==> src/rtl/pattern_tx_1101.sv <==
// Serial frame transmitter: sync 1101, DATA_W payload bits MSB first, even parity, guard bit.
// Every output is a flop whose next value is decoded from the next state, not from inputs.
module pattern_tx_1101 #(
    parameter int unsigned DATA_W = 8
) (
    input  logic              clk,
    input  logic              rst,
    input  logic              start,
    input  logic [DATA_W-1:0] data,
    output logic              ready,
    output logic              out,
    output logic              valid,
    output logic              done
);

    // The counter also sequences the four sync bits, so it never drops below 2 bits.
    localparam int unsigned CntW = ($clog2(DATA_W) > 2) ? $clog2(DATA_W) : 2;
    localparam logic [CntW-1:0] SyncLast = CntW'(3);
    localparam logic [CntW-1:0] DataLast = CntW'(DATA_W - 1);
    localparam logic [3:0] SyncPat = 4'b1011; // bit i is the i-th sync bit sent

    typedef enum logic [2:0] {
        StIdle  = 3'd0,
        StSync  = 3'd1,
        StData  = 3'd2,
        StPar   = 3'd3,
        StGuard = 3'd4
    } state_e;

    state_e            state_q, state_d;
    logic [CntW-1:0]   cnt_q, cnt_d;
    logic [DATA_W-1:0] shreg_q, shreg_d;
    logic              par_q, par_d;
    logic              out_q, out_d;
    logic              valid_q, valid_d;
    logic              ready_q, ready_d;
    logic              done_q, done_d;

    always_ff @(posedge clk or posedge rst) begin
        if (rst) begin
            state_q <= StIdle;
            cnt_q   <= '0;
            shreg_q <= '0;
            par_q   <= 1'b0;
            out_q   <= 1'b0;
            valid_q <= 1'b0;
            ready_q <= 1'b1;
            done_q  <= 1'b0;
        end else begin
            state_q <= state_d;
            cnt_q   <= cnt_d;
            shreg_q <= shreg_d;
            par_q   <= par_d;
            out_q   <= out_d;
            valid_q <= valid_d;
            ready_q <= ready_d;
            done_q  <= done_d;
        end
    end

    always_comb begin
        state_d = state_q;
        cnt_d   = cnt_q;
        shreg_d = shreg_q;
        par_d   = par_q;
        done_d  = 1'b0;
        case (state_q)
            StIdle: begin
                if (start) begin
                    state_d = StSync;
                    cnt_d   = '0;
                    shreg_d = data;
                    par_d   = ^data;
                end
            end
            StSync: begin
                if (cnt_q == SyncLast) begin
                    state_d = StData;
                    cnt_d   = '0;
                end else begin
                    cnt_d = cnt_q + CntW'(1);
                end
            end
            StData: begin
                if (cnt_q == DataLast) begin
                    state_d = StPar;
                    cnt_d   = '0;
                end else begin
                    cnt_d   = cnt_q + CntW'(1);
                    shreg_d = {shreg_q[DATA_W-2:0], 1'b0};
                end
            end
            StPar: begin
                state_d = StGuard;
                cnt_d   = '0;
            end
            StGuard: begin
                state_d = StIdle;
                cnt_d   = '0;
                done_d  = 1'b1;
            end
            default: begin
                state_d = StIdle;
                cnt_d   = '0;
                shreg_d = '0;
                par_d   = 1'b0;
            end
        endcase
    end

    always_comb begin
        out_d   = 1'b0;
        valid_d = 1'b0;
        ready_d = 1'b0;
        case (state_d)
            StIdle: ready_d = 1'b1;
            StSync: begin
                valid_d = 1'b1;
                out_d   = SyncPat[cnt_d[1:0]];
            end
            StData: begin
                valid_d = 1'b1;
                out_d   = shreg_d[DATA_W-1];
            end
            StPar: begin
                valid_d = 1'b1;
                out_d   = par_d;
            end
            default: ;
        endcase
    end

    assign ready = ready_q;
    assign out   = out_q;
    assign valid = valid_q;
    assign done  = done_q;

endmodule

==> config.mk <==
export PLATFORM = sky130hd
export DESIGN_NAME = pattern_tx_1101
export DESIGN_NICKNAME = d
export VERILOG_FILES = /design/src/rtl/pattern_tx_1101.sv
export SDC_FILE = /design/constraint.sdc
export NUM_CORES = 1
export LEC_CHECK = 0
export BUFFER_PORTS_ARGS = -buffer_cell sky130_fd_sc_hd__buf_2
export CORE_MARGIN = 10
export CORE_UTILIZATION = 45
export CTS_BUF_LIST = sky130_fd_sc_hd__clkbuf_8
export CTS_CLUSTER_DIAMETER = 150
export DETAILED_ROUTE_END_ITERATION = 16
export PLACE_DENSITY = 0.63
export SYNTH_ARGS = -nofsm -noshare
export SYNTH_HDL_FRONTEND = slang
export SYNTH_SLANG_ARGS = --single-unit
==> constraint.sdc <==
create_clock -name clk -period 2.1 [get_ports clk]
set_input_delay 0.21 -clock clk [delete_from_list [all_inputs] [get_ports clk]]
set_output_delay 0.21 -clock clk [all_outputs]
set_load 0.01 [all_outputs]
**Word-level counts from Yosys, hierarchy flattened**

Index checks and enable logic that the tools add are counted.

- Add/sub/neg operators: 1
- Order comparisons: 1
- Eq/ne operators: 11
- Mux-type cells: 19
- Bitwise operators: 1
- Reduce and logical (&&, ||, !) cells: 7

Operators with widths:

| kind | count |
|---|---|
| $pmux W8 S3 | 1 |
| $mux W3 | 6 |
| $mux W8 | 2 |
| $eq A3 B2 Y1 const B | 5 |
| $pmux W3 S4 | 1 |
| $pmux W3 S3 | 1 |
| $reduce_xor A8 Y1 | 1 |
| $eq A3 B1 Y1 const B | 2 |
| $eq A3 B3 Y1 const B | 2 |
| $logic_not A3 Y1 | 2 |
| $reduce_or A3 Y1 | 2 |
| $mux W1 | 5 |
| $ne A2 B2 Y1 const B | 2 |
| $reduce_or A4 Y1 | 1 |
| $add A3 B1 Y3 const B | 1 |
| $lt A2 B3 Y1 const B | 1 |
| $pmux W1 S3 | 1 |
| $reduce_and A3 Y1 | 1 |
| $bmux W1 S2 | 1 |
| $pmux W1 S2 | 1 |
| $not A1 Y1 | 1 |

- Register bits: 19
- Logic and storage cells: 50

**Longest topological paths before layout**

Gate-level depths: netlist (run 1).

- Word-level depth: 6
- Gate-level depth with buffers: 6

**Worst setup path after synthesis (run 1)**

Ideal clock, no wire load.

- Path type: reg-to-reg
- From: register cnt_q[0]
- To: register out_q, in the netlist out
- Library setup time: 0.132 ns
- Arrival time: 1.512 ns
- Slack: 0.456 ns
- Cell stages (with the launch flop): 7
- Clock period less this slack: 1.644 ns
- Path through: dfrtp_1 > ha_1 > ha_1 > nor3b_2 > or3_1 > a211oi_1 > o22ai_1

- Cells in the longest elaborated chain, start to end: 6
- Elaborated cells on any way between the ends: 18
- Those cells by class: 1 x add/sub; 5 x eq/ne; 12 x mux

Ends and longest elaborated chain:

| what | line | source |
|---|---|---|
| start, declared | 31 | `logic [CntW-1:0] cnt_q, cnt_d;` |
| start signal, assigned | 51 | `cnt_q <= cnt_d;` |
| $add A3 B1 Y3 (tied with other cells) | 81, 89 |  |
| $mux W3 (on tied branches) | 85, 77 |  |
| $pmux W3 S3 | 67 | `case (state_q)` |
| $bmux W1 S2 | 119 | `out_d = SyncPat[cnt_d[1:0]];` |
| $mux W1 (not written as such) | 119 |  |
| $pmux W1 S3 (*) | 115 | `case (state_d)` |
| via out_d | 34 | `logic out_q, out_d;` |
| end signal, assigned | 54 | `out_q <= out_d;` |
| end, declared | 34 |  |

Mark *: on every way through the listed nets, which the timed path passes. The rest lies on a longest branch. The select of a mux whose other input is x is not followed.
A chain may end at the register's enable or synchronous reset.

**Final worst setup path (run 1)**

Ends and elaborated chain as after synthesis.

==> reports/metrics.yaml, run 1 <==
outcome:
  status: "finished, final reports clean"
pwr:
  pwr-share-comb: 0.451
  power_switching_mw: 0.676
  p_per_area_nw_per_um2: 1460
  peakVddDrop_mv: 0.778
  p_sw_frac: 0.390
  p_int_mw: 1.06
  p_leak_nw: 0.550
  seqPwrFrac: 0.406
  power_frac_clock: 0.142
timing:
  fin_setup_tns_ns: 0
  fin_crit_ns: 1.83
  fmax_ghz: 0.545
  finalMaxSlewViolations: 0
  slew_headroom: 0.541
  hold_viol_final: 0
  tightestPinTransition_ns: 0.688
  finalSetupViolations: 0
  skew_ns: 0.00162
  rsz0062_at_grt: "no"
  fin_crit_sh: 0.873
drt:
  routedWlPerCell_um: 13.8
  drt-initial-drc-count: 28
  ant_nets: 0
  viasPerCell: 5.28
  routed_wirelength_um: 2000
  drc: 0
  first_pass_iters: 4
  dr_total_vias: 766
logic_synthesis:
  synth_edf_count: 0
  ys_ff_latch: 19
  postSynthCellCount: 101
  ys_seq_area_frac: 0.451
  netlist.area_leader.share: 0.426
  synth_cell_types: 40
  synth_flop_cell: "dfrtp_1"
  synth.area.top_cells: "dfrtp_1 43%, xnor2_1 5.8%, a22oi_1 5.0%"
  netlist_area_sq_um: 1060
  synth_most_common_cell: "dfrtp_1"
  syn_nets: 116
  synthArstFlopShare: 1.00
  ys_warn_count: 0
  synth.avg_cell_area_sq_um: 10.5
  yosys-top-cells-count: "18 x dfrtp_1, 13 x inv_1, 7 x a22oi_1, 7 x xnor2_1, 5 x o21ai_0"
  synth_top_cell_by_area: "dfrtp_1"
clocking:
  numCtsBuffers: 3
  ctsHtreeMaxLevel: 1
  postCtsSetupBuffers: 0
  post_cts_resized: 0
  cts-root-buf: "clkbuf_8"
  clock_path_buffers: 2
  numClockSinks: 19
  cts_hold_buf: 0
  cts_tree: "yes"
  clkTransAtPathRegs_ns: 0.07
  clk_latency_ns: 0.25
floorplanning:
  core_sq_um: 2230
  dieArea_sq_um: 4690
  die_h_um: 68.5
  pin_count: 15
  chipWidth_um: 68.5
  start_util: 0.473
  row_count: 17
global_routing:
  grt_pass1_wl_um: 3460
  track_usage: 0.0941
  grt-ovfl-total: 0
  antenna_found_initial: 0
  grt_pass1_vias: 770
  grt_max_degree: 20
job:
  drv_cap: 0
cells_and_area:
  nFillCells: 216
  insertedDiodeCount: 0
  final_cells: 145
  final_nets: 133
  drive_above_1_share: 0.222
  syn2layout_area_growth_pct: 12.5
placement:
  numPlacedInstances: 141
  dpl.hpwl_um: 1560
  place_congestion: 0.776
  portBuffers: 14
critical_path:
  reg2reg_depth: 6
  cp-end-kind: "flip-flop"
  critPathMaxFanout: 3
  cp.required_ns: 2.23
  path_class: "flip-flop to flip-flop"
  worstPathArrival_ns: 1.96
  critPathLaunchType: "flip-flop"
worst_hold_path:
  hold_path_class: "primary input to async pin"
[power by group through the flow]
stage	logic (mW)	clock network (mW)	registers, mW
finish	0.782	0.247	0.704
CTS	0.786	0.252	0.703
global route	0.887	0.268	0.731
floorplan	0.680	0	0.642
global placement	0.781	0	0.702
detailed placement	0.783	0	0.709
[metrics by stage]
step | util | power, mW | hold WS [ns] | setup WS [ns] | cell area [sq um]
2_1_floorplan | - | 1.32 | 0.160 | 0.456 | 1060
5_1_grt | 0.533 | 1.89 | 0.110 | 0.145 | 1190
3_3_place_gp | 0.513 | 1.48 | 0.351 | 0.346 | 1140
3_5_place_dp | 0.513 | 1.49 | 0.353 | 0.307 | 1140
6_report | 0.533 | 1.73 | 0.0502 | 0.266 | 1190
4_1_cts | 0.533 | 1.74 | 0.0769 | 0.286 | 1190
[critical path, cell delays in order (launching register included)]
cell and delay (ns):
dfrtp_1 0.37, ha_1 0.21, ha_1 0.27, nor3b_2 0.09, or3_1 0.38, a211oi_1 0.27, o22ai_1 0.13
[sequential cells by signal, summed over array words and instances (netlist names)]
| register | cells |
|---|---|
| state_q | 3 |
| ready | 1 |
| par_q | 1 |
| out | 1 |
| cnt_q | 3 |
| shreg_q | 8 |
| done | 1 |
| valid | 1 |
[layout make-up]
type,count,area (sq um),share of cell area
Timing Repair Buffer,17,92.6,0.0778
Multi-Input combinational cell,64,492,0.413
Inverter,13,48.8,0.0410
Clock inverter,1,3.75,0.00315
Tap cell,28,35.0,0.0294
Clock buffer,3,41.3,0.0347
Sequential cell,19,477,0.401
[final timing paths]
path,from,to,slack [ns]
worst max-delay path,cnt_q[0]$_DFF_PP0_,out$_DFF_PP0_,0.27
worst min register to register,shreg_q[4]$_DFFE_PP0P_,shreg_q[5]$_DFFE_PP0P_,0.52
worst min-delay path,rst,shreg_q[6]$_DFFE_PP0P_,0.05
worst max register to register,cnt_q[0]$_DFF_PP0_,out$_DFF_PP0_,0.27
max in group asynchronous,rst,out$_DFF_PP0_,1.61
min in group clk,data[0],shreg_q[0]$_DFFE_PP0P_,0.21
[cells in the final DEF (no fill, tap or decap), types with 2 or more instances in the layout]
cell type and n:
a21oi_1 3, ha_1 4, dfrtp_1 18, o21ai_0 5, nor3_1 3, or2_1 2, buf_2 14, nand2b_1 2
buf_4 3, a22oi_1 7, and3_1 2, o21ai_1 3, inv_1 14, xnor2_1 7, clkbuf_8 3, a21o_1 2
nor2_1 2, and2_1 2
[kinds of logic after synthesis]
family	count (synthesis)	share of synthesized area
buffers and inverters	18	0.0840
AOI/OAI and AO/OA	28	0.182
and+or+nand+nor	23	0.160
adders and majority gates	4	0.0473
DFF	19	0.451
muxes	1	0.00947
xor gates and xnor gates	8	0.0663
[per-layer routing]
layer / up-vias / share of wire / track usage
met1: 362 / 0.48 / 0.120
met3: 5 / 0.048 / 0.0245
li1: 382 / - / -
met5: - / 0 / 0
met4: 0 / 0.016 / 0.0452
met2: 17 / 0.46 / 0.144
No activity file was read; power rests on OpenSTA's default activity.
==> run 2, diff against run 1 <==
--- a/config.mk
+++ b/config.mk
@@ -6,11 +6,13 @@
 export NUM_CORES = 1
 export LEC_CHECK = 0
 export BUFFER_PORTS_ARGS = -buffer_cell sky130_fd_sc_hd__buf_2
+export CORE_ASPECT_RATIO = 0.6
 export CORE_MARGIN = 10
 export CORE_UTILIZATION = 45
 export CTS_BUF_LIST = sky130_fd_sc_hd__clkbuf_8
 export CTS_CLUSTER_DIAMETER = 150
 export DETAILED_ROUTE_END_ITERATION = 16
+export HOLD_SLACK_MARGIN = 0.15
 export PLACE_DENSITY = 0.63
 export SYNTH_ARGS = -nofsm -noshare
 export SYNTH_HDL_FRONTEND = slang
==> run 2 against run 1 <==
Net effect: sequential share of layout area decreased by 0.42 points; critical endpoint unchanged; clock power is 2% lower; clock skew barely moved; sequential power rose by 2%; total power grew 0.75%; global-route usage rose by 0.40 points; cell area grew 1.1%; register-to-register slack about the same; die area is 1.4% higher; hold slack improved by 0.15 ns; largest cell class unchanged; combinational power about the same.
==> reports/metrics.yaml, run 2 (same netlist as run 1, synthesis figures left out) <==
cells_and_area:
  layout_commonest_cell: "dfrtp_1"
  largest_register: "shreg_q"
  mostFrequentLayoutCells: "18 x dfrtp_1, 14 x inv_1, 14 x buf_2"
  finish.utilization: 0.548
  syn2layout_area_growth_pct: 13.7
  insertedDiodeCount: 0
  drive_above_1_share: 0.220
  top_regs: "shreg_q x8, cnt_q x3, state_q x3"
  largest_reg_flops: 8
  final_nets: 134
placement:
  portBuffers: 14
  place_congestion: 0.853
  dpl.hpwl_um: 1640
clocking:
  cts_tree: "yes"
  post_cts_resized: 0
  numClockSinks: 19
  clk_latency_ns: 0.25
  numCtsBuffers: 3
  clkTransAtPathRegs_ns: 0.07
  cts-root-buf: "clkbuf_8"
  ctsHtreeMaxLevel: 1
  clock_path_buffers: 2
global_routing:
  track_usage: 0.0981
  top_usage_layer: "met1"
  met2_usage: 0.128
  use_met1: 0.142
  grt_pass1_vias: 761
  grt_pass1_wl_um: 3680
  grt_max_degree: 20
  grt-ovfl-total: 0
  grtUsageMet3: 0.0438
  antenna_found_initial: 0
timing:
  hold_viol_final: 0
  rsz0062_at_grt: "no"
  fin_crit_sh: 0.876
  fin_crit_ns: 1.84
  fin_setup_tns_ns: 0
  fmax_ghz: 0.544
  skew_ns: 0.00201
  slew_headroom: 0.528
  finalSetupViolations: 0
  finalMaxSlewViolations: 0
  tightestPinTransition_ns: 0.708
drt:
  drc: 0
  routedWlPerCell_um: 14.4
  ant_nets: 0
  viasPerCell: 5.16
  routed_wirelength_um: 2130
  first_pass_iters: 4
  drt-initial-drc-count: 54
  dr_total_vias: 763
floorplanning:
  dieArea_sq_um: 4750
  start_util: 0.481
  core_sq_um: 2200
  die_h_um: 57.5
  pin_count: 15
  chipWidth_um: 82.6
  row_count: 13
outcome:
  status: "finished, final reports clean"
worst_hold_path:
  hold_depth: 2
  hold_path_class: "primary input to flip-flop"
critical_path:
  cpLargestDelayFamily: "adder cells"
  critPathLaunchType: "flip-flop"
  crit_cells: 6
  critPathMaxFanout: 3
  slowest_stage: "or3_1"
  cp_num_buf_inv: 0
  worstPathArrival_ns: 1.96
  crit_chain: "ha_1 -> ha_1 -> nor3b_2 -> or3_1 -> a211oi_1 -> o22ai_1"
  cp-end-kind: "flip-flop"
  crit_path_frequent_cell: "ha_1"
  path_class: "flip-flop to flip-flop"
  reg2reg_depth: 6
  critPathMaxStageDelay_ns: 0.38
  cp.required_ns: 2.22
job:
  drv_cap: 0
pwr:
  peakVddDrop_mv: 0.628
  p_per_area_nw_per_um2: 1450
  p_leak_nw: 0.554
## run 2: cell types whose count changed in the layout (fill, tap and decap cells not counted)
cell | previous run | this run
dlygate4sd3_1 | 0 | 1
## run 2: routing by layer
| layer | vias up | part of all wire |
|---|---|---|
| li1 | 381 | - |
| met1 | 366 | 0.54 |
| met2 | 14 | 0.40 |
| met3 | 2 | 0.061 |
| met4 | 0 | 0.0038 |
| met5 | - | 0 |
## run 2: worst paths after layout
kind / start / slack (ns) / endpoint
worst max register to register: cnt_q[0]$_DFF_PP0_ / 0.26 / out$_DFF_PP0_
min in group asynchronous: rst / 0.61 / shreg_q[2]$_DFFE_PP0P_
worst max-delay path: cnt_q[0]$_DFF_PP0_ / 0.26 / out$_DFF_PP0_
worst min-delay path: data[0] / 0.20 / shreg_q[0]$_DFFE_PP0P_
max in group asynchronous: rst / 1.04 / shreg_q[6]$_DFFE_PP0P_
worst min register to register: shreg_q[4]$_DFFE_PP0P_ / 0.52 / shreg_q[5]$_DFFE_PP0P_
## run 2: power by group
group	switching, mW	internal (mW)
clock	0.113	0.130
combinational	0.400	0.382
sequential	0.177	0.543
total	0.691	1.06
## run 2: area by class of cell
| cell class | instances | area, sq um |
|---|---|---|
| fill | 199 | 993 |
| multi-input combinational | 64 | 492 |
| sequential | 19 | 477 |
| timing repair buffer | 18 | 103 |
| inverter | 13 | 48.8 |
| clock buffer | 3 | 41.3 |
| tap | 30 | 37.5 |
| clock inverter | 1 | 3.75 |
## run 2: timing repair
action,CTS,global route
endpoints found under the hold margin,18,0
buffers inserted,0,0
endpoints found under the setup margin,0,0
hold buffers,1,0
## run 2: metrics by stage
step	setup slack (ns)	hold WS, ns	cells	instance area, sq um	power [mW]
after detailed placement	0.270	0.361	143	1150	1.51
after global routing	0.181	0.201	148	1200	1.90
after CTS	0.248	0.201	148	1200	1.76
after floorplan	0.456	0.160	101	1060	1.32
after global placement	0.378	0.353	143	1150	1.49
final	0.260	0.204	148	1200	1.75
==> run 3, diff against run 2 <==
--- a/config.mk
+++ b/config.mk
@@ -6,8 +6,7 @@
 export NUM_CORES = 1
 export LEC_CHECK = 0
 export BUFFER_PORTS_ARGS = -buffer_cell sky130_fd_sc_hd__buf_2
-export CORE_ASPECT_RATIO = 0.6
-export CORE_MARGIN = 10
+export CORE_MARGIN = 8
 export CORE_UTILIZATION = 45
 export CTS_BUF_LIST = sky130_fd_sc_hd__clkbuf_8
 export CTS_CLUSTER_DIAMETER = 150
==> run 3 against run 2 <==
Net effect: cell area shrank 0.73%; clock power grew 2%; flip-flop and latch count is the same; global-route usage grew 0.90 points; first-iteration DRC count shrank 48%; critical path type unchanged; total power shrank 1.5%; largest power group unchanged; utilization shrank 0.80 points; non-clock buffer count shrank 1.
==> reports/metrics.yaml, run 3 (same netlist as run 1, synthesis figures left out) <==
floorplanning:
  start_util: 0.478
  row_count: 17
  dieArea_sq_um: 4160
  core_sq_um: 2210
  pin_count: 15
  die_h_um: 64.5
  chipWidth_um: 64.5
timing:
  fin_crit_ns: 1.82
  holdWs_ns: 0.211
  skew_ns: 0.00180
  slew_headroom: 0.530
  hold_viol_final: 0
  tightestPinTransition_ns: 0.704
  fin_setup_tns_ns: 0
  rsz0062_at_grt: "no"
  finalMaxSlewViolations: 0
  finalSetupViolations: 0
  fmax_ghz: 0.549
  fin_crit_sh: 0.867
cells_and_area:
  insertedDiodeCount: 0
  syn2layout_area_growth_pct: 12.9
  final_nets: 133
  largest_reg_flops: 8
  largest_register: "shreg_q"
  top_regs: "shreg_q x8, cnt_q x3, state_q x3"
  layout_commonest_cell: "dfrtp_1"
  mostFrequentLayoutCells: "18 x dfrtp_1, 14 x buf_2, 13 x inv_1"
  drive_above_1_share: 0.222
critical_path:
  path_class: "flip-flop to flip-flop"
  regToRegSetupSlack_ns: 0.28
  reg2reg_depth: 6
  r2r_start: "cnt_q[0]$_DFF_PP0_"
  critPathMaxFanout: 3
  worstPathArrival_ns: 1.95
  cp.required_ns: 2.23
  r2r_end: "out$_DFF_PP0_"
  critPathLaunchType: "flip-flop"
  cp-end-kind: "flip-flop"
drt:
  drt-initial-drc-count: 28
  dr_total_vias: 765
  drc: 0
  viasPerCell: 5.28
  routed_wirelength_um: 2010
  ant_nets: 0
  first_pass_iters: 4
  routedWlPerCell_um: 13.8
clocking:
  post_cts_resized: 0
  postCtsSetupBuffers: 0
  clock_path_buffers: 2
  cts-root-buf: "clkbuf_8"
  clkTransAtPathRegs_ns: 0.07
  numCtsBuffers: 3
  ctsHtreeMaxLevel: 1
  numClockSinks: 19
  clk_latency_ns: 0.25
  cts_tree: "yes"
  cts_hold_buf: 1
pwr:
  p_int_mw: 1.05
  peakVddDrop_mv: 0.802
  pwr-share-comb: 0.440
  power_frac_clock: 0.145
  p_per_area_nw_per_um2: 1440
  p_sw_frac: 0.392
  p_leak_nw: 0.548
  power_switching_mw: 0.673
  total_power_mw: 1.72
  seqPwrFrac: 0.415
worst_hold_path:
  hold_depth: 2
  min_to: "shreg_q[0]$_DFFE_PP0P_"
  hold_path_class: "primary input to flip-flop"
  worstHoldStart: "data[0]"
outcome:
  status: "finished, final reports clean"
global_routing:
  track_usage: 0.107
  grt_pass1_wl_um: 3620
  grt_pass1_vias: 793
  use_met1: 0.131
  antenna_found_initial: 0
  grt_max_degree: 20
  grtUsageMet3: 0.0241
  met2_usage: 0.175
  grt-ovfl-total: 0
  top_usage_layer: "met2"
placement:
  place_congestion: 0.825
  portBuffers: 14
  dpl.hpwl_um: 1550
job:
  drv_cap: 0
-- run 3: cell types whose count changed in the layout (fill, tap and decap cells not counted) --
cell	change
inv_1	-1
clkinv_2	+1
buf_4	-1
-- run 3: final cells by class --
type	count	area (sq um)
fill	225	1020
clock buffer	3	41.3
inverter	13	48.8
timing repair buffer	17	95.1
sequential	19	477
tap	28	35.0
clock inverter	1	5.00
multi-input combinational	64	492
-- run 3: layer usage --
layer | part of all wire | wire (um)
met5 | 0 | 0
met1 | 0.48 | 957
met4 | 0.018 | 36
met2 | 0.48 | 963
met3 | 0.024 | 49
-- run 3: worst max path at each step --
stage	start	endpoint
floorplan	cnt_q[0]$_DFF_PP0_	out$_DFF_PP0_
finish	cnt_q[0]$_DFF_PP0_	out$_DFF_PP0_
global placement	cnt_q[0]$_DFF_PP0_	out$_DFF_PP0_
global route	cnt_q[0]$_DFF_PP0_	out$_DFF_PP0_
CTS	cnt_q[0]$_DFF_PP0_	out$_DFF_PP0_
detailed placement	cnt_q[0]$_DFF_PP0_	out$_DFF_PP0_
-- run 3: power by group through the flow --
stage               clock network [mW]  logic, mW  registers (mW)
global route                     0.282      0.860           0.739
CTS                              0.259      0.770           0.714
finish                           0.249      0.756           0.714
detailed placement                   0      0.764           0.723
global placement                     0      0.753           0.716
floorplan                            0      0.680           0.642
-- run 3: critical path, cell delays in order, from the launching register on --
cell and delay, ns:
dfrtp_1 0.38, ha_1 0.21, ha_1 0.27, nor3b_2 0.08, or3_1 0.37, a211oi_1 0.27
o22ai_1 0.12
-- run 3: metrics by stage --
| step | std cells | worst slack, ns | util | cell area (sq um) |
|---|---|---|---|---|
| finish | 145 | 0.279 | 0.540 | 1190 |
| detailed placement | 140 | 0.273 | 0.514 | 1140 |
| CTS | 145 | 0.254 | 0.540 | 1190 |
| floorplan | 101 | 0.456 | - | 1060 |
| global placement | 140 | 0.342 | 0.514 | 1140 |
| global route | 145 | 0.109 | 0.540 | 1190 |
